**config.mk**
```make
export PLATFORM = sky130hd
export DESIGN_NAME = isa_cycle_sequencer
export DESIGN_NICKNAME = d
export VERILOG_FILES = /design/src/rtl/isa_cycle_sequencer.sv
export SDC_FILE = /design/constraint.sdc
export NUM_CORES = 1
export LEC_CHECK = 0
export ABC_AREA = 1
export BUFFER_PORTS_ARGS = -buffer_cell sky130_fd_sc_hd__buf_2
export CAP_MARGIN = 20
export CORE_MARGIN = 2
export CORE_UTILIZATION = 57
export DETAILED_ROUTE_END_ITERATION = 12
export GPL_TIMING_DRIVEN = 0
export PLACE_DENSITY = 0.89
export SLEW_MARGIN = 20
export SYNTH_ARGS = -nofsm -noshare
export SYNTH_HDL_FRONTEND = slang
export SYNTH_SLANG_ARGS = --single-unit
```
**constraint.sdc**
```tcl
create_clock -name clk -period 2.9 [get_ports clk]
set_input_delay 0.58 -clock clk [delete_from_list [all_inputs] [get_ports clk]]
set_output_delay 0.58 -clock clk [all_outputs]
set_load 0.05 [all_outputs]
```
**src/rtl/isa_cycle_sequencer.sv**
```systemverilog
// ISA bus cycle sequencer: address latch, setup, strobe, optional iochrdy wait, hold, control reset.
// Optional feature macro: ISA_IOCHRDY_EN (iochrdy wait states and timeout).
module isa_cycle_sequencer #(
    parameter int unsigned SETUP_CYC   = 1,
    parameter int unsigned STROBE_CYC  = 4,
    parameter int unsigned HOLD_CYC    = 1,
    parameter int unsigned TIMEOUT_CYC = 255
) (
    input  logic       clk,
    input  logic       reset,
    input  logic [7:0] control_in,
    input  logic       iochrdy,
    output logic       address_load,
    output logic       data_load,
    output logic       iow,
    output logic       ior,
    output logic       memw,
    output logic       memr,
    output logic       control_reset,
    output logic       busy,
    output logic       timeout
);

    typedef enum logic [2:0] {
        S_IDLE     = 3'd0,
        S_ADDR     = 3'd1,
        S_SETUP    = 3'd2,
        S_STROBE   = 3'd3,
        S_WAIT     = 3'd4,
        S_HOLD     = 3'd5,
        S_CTRL_RST = 3'd6
    } state_t;

    localparam logic [3:0] SETUP_LAST   = 4'(SETUP_CYC - 1);
    localparam logic [3:0] STROBE_LAST  = 4'(STROBE_CYC - 1);
    localparam logic [3:0] HOLD_LAST    = 4'(HOLD_CYC - 1);
    localparam logic [7:0] TIMEOUT_LAST = 8'(TIMEOUT_CYC - 1);
    localparam logic       STROBE_ONE   = (STROBE_CYC == 1);

    state_t     r_state;
    logic [3:0] r_phase_cnt;
    logic [7:0] r_wait_cnt;
    logic       r_op_read;
    logic       r_space_mem;
    logic [3:0] r_strobe_n;
    logic       r_address_load;
    logic       r_data_load;
    logic       r_control_reset;
    logic       r_busy;
    logic       r_timeout;
    logic       r_rd_window;
    logic       w_ready;
    logic       w_unused;

    // Strobe vector bit order: 0 iow, 1 ior, 2 memw, 3 memr (active low)
    function automatic logic [3:0] strobe_sel(input logic rd, input logic mem);
        logic [3:0] v;
        v = 4'b1111;
        case ({mem, rd})
            2'b00:   v[0] = 1'b0;
            2'b01:   v[1] = 1'b0;
            2'b10:   v[2] = 1'b0;
            2'b11:   v[3] = 1'b0;
            default: v = 4'b1111;
        endcase
        return v;
    endfunction

`ifdef ISA_IOCHRDY_EN
    assign w_ready  = iochrdy;
    assign w_unused = ^control_in[7:3];
`else
    assign w_ready  = 1'b1;
    assign w_unused = ^{control_in[7:3], iochrdy};
`endif

    // Sequencer state, phase/wait counters and registered bus outputs
    always_ff @(posedge clk or negedge reset) begin
        if (!reset) begin
            r_state         <= S_IDLE;
            r_phase_cnt     <= 4'd0;
            r_wait_cnt      <= 8'd0;
            r_op_read       <= 1'b0;
            r_space_mem     <= 1'b0;
            r_strobe_n      <= 4'b1111;
            r_address_load  <= 1'b1;
            r_data_load     <= 1'b1;
            r_control_reset <= 1'b1;
            r_busy          <= 1'b0;
            r_timeout       <= 1'b0;
            r_rd_window     <= 1'b0;
        end else begin
            r_address_load  <= 1'b1;
            r_data_load     <= 1'b1;
            r_control_reset <= 1'b1;
            case (r_state)
                S_IDLE: begin
                    if (control_in[0] || control_in[1]) begin
                        r_state        <= S_ADDR;
                        r_op_read      <= control_in[0];
                        r_space_mem    <= control_in[2];
                        r_address_load <= 1'b0;
                        r_busy         <= 1'b1;
                        r_timeout      <= 1'b0;
                        r_phase_cnt    <= 4'd0;
                    end else begin
                        r_state <= S_IDLE;
                    end
                end
                S_ADDR: begin
                    r_state     <= S_SETUP;
                    r_phase_cnt <= 4'd0;
                    r_data_load <= r_op_read;
                end
                S_SETUP: begin
                    if (r_phase_cnt == SETUP_LAST) begin
                        r_state     <= S_STROBE;
                        r_phase_cnt <= 4'd0;
                        r_strobe_n  <= strobe_sel(r_op_read, r_space_mem);
                        r_rd_window <= r_op_read && STROBE_ONE;
                    end else begin
                        r_phase_cnt <= r_phase_cnt + 4'd1;
                    end
                end
                S_STROBE: begin
                    if (r_phase_cnt == STROBE_LAST) begin
                        r_phase_cnt <= 4'd0;
                        if (w_ready) begin
                            r_state     <= S_HOLD;
                            r_strobe_n  <= 4'b1111;
                            r_rd_window <= 1'b0;
                        end else begin
                            r_state     <= S_WAIT;
                            r_wait_cnt  <= 8'd0;
                            r_rd_window <= r_op_read;
                        end
                    end else begin
                        r_phase_cnt <= r_phase_cnt + 4'd1;
                        r_rd_window <= r_op_read && ((r_phase_cnt + 4'd1) == STROBE_LAST);
                    end
                end
                S_WAIT: begin
                    if (w_ready) begin
                        r_state     <= S_HOLD;
                        r_phase_cnt <= 4'd0;
                        r_strobe_n  <= 4'b1111;
                        r_rd_window <= 1'b0;
                    end else if (r_wait_cnt == TIMEOUT_LAST) begin
                        // Give up on the target: release strobe without latching read data
                        r_state     <= S_HOLD;
                        r_phase_cnt <= 4'd0;
                        r_strobe_n  <= 4'b1111;
                        r_rd_window <= 1'b0;
                        r_timeout   <= 1'b1;
                    end else begin
                        r_wait_cnt <= r_wait_cnt + 8'd1;
                    end
                end
                S_HOLD: begin
                    if (r_phase_cnt == HOLD_LAST) begin
                        r_state         <= S_CTRL_RST;
                        r_phase_cnt     <= 4'd0;
                        r_control_reset <= 1'b0;
                    end else begin
                        r_phase_cnt <= r_phase_cnt + 4'd1;
                    end
                end
                S_CTRL_RST: begin
                    r_state     <= S_IDLE;
                    r_phase_cnt <= 4'd0;
                    r_busy      <= 1'b0;
                end
                default: begin
                    r_state     <= S_IDLE;
                    r_phase_cnt <= 4'd0;
                    r_wait_cnt  <= 8'd0;
                    r_strobe_n  <= 4'b1111;
                    r_busy      <= 1'b0;
                    r_rd_window <= 1'b0;
                end
            endcase
        end
    end

    // Read data is latched in whichever strobe cycle the target reports ready
    assign data_load     = r_data_load & ~(r_rd_window & w_ready);
    assign address_load  = r_address_load;
    assign iow           = r_strobe_n[0];
    assign ior           = r_strobe_n[1];
    assign memw          = r_strobe_n[2];
    assign memr          = r_strobe_n[3];
    assign control_reset = r_control_reset;
    assign busy          = r_busy;
    assign timeout       = r_timeout;

endmodule

```
# Word level (Yosys, flattened, before mapping)
# Index checks and enable logic that the tools add are counted.
[classes]
addsub = 1
mul = 0
div = 0
magnitude_cmp = 0
eq_ne = 15
shifts = 0
muxes = 26
bitwise = 4
n_reduce_logical = 13
[ops]
columns = ["op", "count"]
rows = [
  ["4-bit case mux with 3 select lines", 2],
  ["4-bit two-way mux", 5],
  ["3-bit case mux with 6 select lines", 1],
  ["1-bit two-way mux", 13],
  ["3-bit equality test (second input constant)", 3],
  ["3-bit two-way mux", 3],
  ["4-bit by 2-bit equality test with 1-bit output (second input constant)", 2],
  ["2-bit != test (second input constant)", 4],
  ["3-bit by 2-bit equality test with 1-bit output (second input constant)", 2],
  ["2-bit AND reduction", 3],
  ["3-bit AND reduction", 2],
  ["5-bit OR reduction", 1],
  ["4-bit by 1-bit adder with 4-bit output (second input constant)", 1],
  ["2-bit equality test (second input constant)", 2],
  ["4-bit zero test", 1],
  ["4-bit OR reduction", 1],
  ["3-bit by 1-bit equality test with 1-bit output (second input constant)", 1],
  ["3-bit zero test", 1],
  ["1-bit NOT", 3],
  ["1-bit case mux with 3 select lines", 1],
  ["2-bit by 1-bit equality test with 1-bit output (second input constant)", 1],
  ["2-bit zero test", 1],
  ["1-bit case mux with 2 select lines", 1],
  ["2-bit OR reduction", 1],
  ["other kinds (3)", 3],
]
[word_totals]
reg_bits = 18
latch_bits = 0
mem_bits_rw = 0
mem_bits_ro = 0
out_inout_bits = 9
elab_cells = 69
mem_count = 0

# Longest topological paths before layout
[logic_depth]
depth_word = 5
mapped_depth = 8
depth_no_buf = 7

# Least setup slack after synthesis
# No wires, ideal clock.
[synth_path]
path_kind = "register to output"
start = "register r_data_load"
end = "output data_load"
arrival_ns = 1.168
t_required_ns = 2.320
slack_ns = 1.152
stages_incl_launch_ff = 3
path_buffers = 0
cell_sequence = "dfstp_2 inv_1 nor2_1"
[synth_via]
elab_chain_cells = 1
[synth_rtl]
columns = ["item", "line", "source"]
rows = [
  ["start, declared", "47", "logic r_data_load;"],
  ["start signal, assigned", "113", "r_data_load <= r_op_read;"],
  ["1-bit bitwise AND", "186", "assign data_load = r_data_load & ~(r_rd_window & w_ready);"],
  ["end, declared", "14", "output logic data_load,"],
]
# Every way passes these cells.

# Worst setup path after layout
# Ends and elaborated chain as after synthesis.

==> run metrics <==
result of the run=complete, no violations; source of the worst register-to-register timing path=r_phase_cnt[0]$_DFFE_PN0P_; number of slew-limit violations in the final report=0; antenna violations before repair=0; via count of the first global-routing pass=728; Initial Util=59.1%; H-tree depth reported by CTS=1; minimum setup slack among reg-to-reg paths=between 1500 and 2000 ps; filler cell count=roughly 130; total power divided by cell area=1220 mW/mm^2; Placement Cell Area=0.00108 mm^2; synthesized area divided by synthesized cell count=7.99 um^2; cells on worst reg2reg path=7; first-pass GRT wire length=3160 um; Area growth, synth to finish=10.8%; aggregate routed wire length=between 1500 and 2000 um; DRC errors left=0; total number of nets in the final design=between 150 and 200; final HPWL from detailed placement=1360 um; number of buffers inserted to repair setup after CTS=0; max-cap violations=0; remaining number of nets flagged by the antenna check after routing=0; prevailing post-synth register cell=dfrtp_1; die boundary height=about 46 um; final hold violation count=0; arrival time worst endpoint=about 1200 ps; clock tree from TritonCTS=yes; post-route standard cell area excluding fillers=~0.0011 mm^2; utilization after layout=around 65%; number of synthesized flops with an enable pin=0; Net Count, Synth=~140; worst setup path startpoint=r_data_load$_DFF_PN1_; unrepaired setup endpoints after global routing=no; final critical delay including setup and external delays=1760 ps; cell-internal power=about 670 uW; count of vias placed by the detailed router=819; library cell occupying the most area in the post-synthesis netlist=dfrtp_1; part of the total power dissipated in the clock network=a little under a tenth; synthesized area=998 um^2; Distinct cells, synth=22; routed wirelength normalized by instance count=roughly 11 um; Resized cells post-CTS=0; period utilization=between 60% and 70%; top cell type's share of synthesized area=about 28%; grt total ovfl=0; fmax=569 MHz; sort of element at the end of the critical path=output port; largest net degree at the start of global routing=19; top post-synthesis cells by count=nand2_1 (43), nand3_1 (18), dfrtp_1 (11), inv_1 (10), nor2_1 (8); die outline width=45.9 um; total area of multi-input combinational cells=about 460 um^2; startpoint-to-endpoint class of the critical path=flip-flop to output port; capture point of the worst reg-to-reg path=r_strobe_n[3]$_DFFE_PN1P_; drt first-iter violations=18; flops & latches, synth=18; crit-path max FO=1; endpoint of the worst setup timing path=data_load; GP Congestion=0.856; clock latency at the later pin of the worst-skew pair=300 ps; clk sinks=18; cell with the most instances after synthesis=nand2_1; Post-Synthesis Cells=around 130; switching part of the total power=between 50% and 60%; LEAKAGE=0.000604 uW; fraction of layout cells with a size suffix above 1=24.8%; Ant. Diodes=0; worst IR drop on VDD=approximately 0.70 mV; Setup violations, final=0; CTS clk-pin slew, worst paths=~90 ps; Inserted Clock Buffers=3; main area contributors after synthesis=dfrtp_1 (28%), dfstp_2 (18%), nand2_1 (16%), nand3_1 (9.0%), ha_1 (3.8%); setup clock skew after layout=between 1 and 1.5 ps; row count=15; sequential share of the synthesized area=46.0%; total of buffers placed on input and output ports=12; kind of launch point of the worst setup path=flip-flop; power spent charging and discharging nets=682 uW; IO Count=20; total area of sequential cells=459 um^2; routed vias/inst=5.18; all-layer global routing usage=21.7%; final setup TNS=0 ps; clock root buffer master=clkbuf_4; hold buffers post-CTS=0; area of the core=~0.0017 mm^2; buffer levels on the longest clock path=2; combinational fraction of design power=between 50 and 60%; count of synthesis-stage warnings from yosys=0; first-pass iteration count of the detailed router=4; type of the most critical hold path=input pin to asynchronous set/reset pin; part of the total power dissipated in sequential elements=between 30% and 40%; ys async rst share=between 90% and 100%; worst hold slack across all endpoints=between 150 and 200 ps; total die area=between 0.002 and 0.0025 mm^2; critical path required time=approximately 2300 ps
[cell families after synthesis]
logic type	Yosys count	synth area share, %
other	1	0.376
adder cells (fa/ha/maj)	3	3.76
buffers and inverters	16	7.90
XOR/XNOR	2	1.75
AND/OR/NAND/NOR	80	36.6
AO/OA/AOI/OAI	5	3.63
flip-flops	18	46.0
[cell usage in the layout (no fill, tap or decap)]
| cell type | netlist | routed |
|---|---|---|
| clkbuf_4 | 0 | 3 |
| o21ai_0 | 3 | 3 |
| conb_1 | 1 | 1 |
| nand2_1 | 43 | 43 |
| dfrtp_1 | 11 | 11 |
| nor2_2 | 1 | 1 |
| nand3_1 | 18 | 18 |
| buf_4 | 1 | 1 |
| nand2_4 | 1 | 1 |
| nand2_2 | 2 | 2 |
| xor2_1 | 2 | 2 |
| nand4_1 | 4 | 4 |
| buf_6 | 2 | 2 |
| nor3_2 | 1 | 1 |
| nor2_1 | 8 | 8 |
| dfstp_2 | 7 | 7 |
| buf_2 | 0 | 12 |
| nand3b_1 | 1 | 1 |
| a21oi_1 | 1 | 1 |
| o21ai_4 | 1 | 1 |
| inv_1 | 10 | 10 |
| nor2_4 | 1 | 1 |
| ha_1 | 3 | 3 |
| inv_2 | 3 | 3 |
| clkbuf_1 | 0 | 1 |
[flip-flops by register name (all words and copies together) (netlist names)]
name / count
address_load: 1
r_strobe_n: 4
r_rd_window: 1
r_state: 3
busy: 1
r_phase_cnt: 4
r_data_load: 1
control_reset: 1
r_space_mem: 1
r_op_read: 1
[worst min path at each step]
stage | to | slack [ps] | cells past startpoint
3_3_place_gp | r_strobe_n[3]$_DFFE_PN1P_ | 450 | 2
6_report | r_op_read$_DFFE_PN0N_ | 190 | 1
5_1_grt | r_rd_window$_DFFE_PN0P_ | 210 | 1
4_1_cts | r_rd_window$_DFFE_PN0P_ | 190 | 1
3_5_place_dp | r_strobe_n[1]$_DFFE_PN1P_ | 450 | 2
2_1_floorplan | busy$_DFFE_PN0P_ | 280 | 0
[metrics by stage]
step	instances	total power, uW	setup WS, ps
2_1_floorplan	125	1090	1150
3_3_place_gp	154	1200	1480
3_5_place_dp	154	1230	1470
4_1_cts	158	1360	1130
5_1_grt	158	1480	1080
6_report	158	1350	1140
[layer usage]
metal,vias to the layer above,global-route usage (%),wire [um]
met2,20,35.3,860
met4,0,12.0,51
met1,368,26.3,762
met5,-,0,0
li1,426,-,-
met3,5,4.76,82
[worst max-delay path, stage by stage (launching register included)]
cell and delay (ps):
dfstp_2 530, inv_1 30, nor2_1 60, buf_2 260
[area by class of cell]
cell class / count / share of cell area, %
Buffer: 3 / 2.71
Clock buffer: 4 / 2.38
Inverter: 13 / 4.41
Multi-Input combinational cell: 91 / 41.6
Sequential cell: 18 / 41.5
Tap cell: 17 / 1.92
Timing Repair Buffer: 12 / 5.43
[power groups by stage]
stage          logic (uW)  clock network [uW]  registers [uW]
5_1_grt               870                 142             470
3_5_place_dp          771                   0             461
2_1_floorplan         482                   0             606
4_1_cts               773                 130             457
3_3_place_gp          751                   0             453
6_report              766                 128             456
No activity file was read; power rests on OpenSTA's default activity.
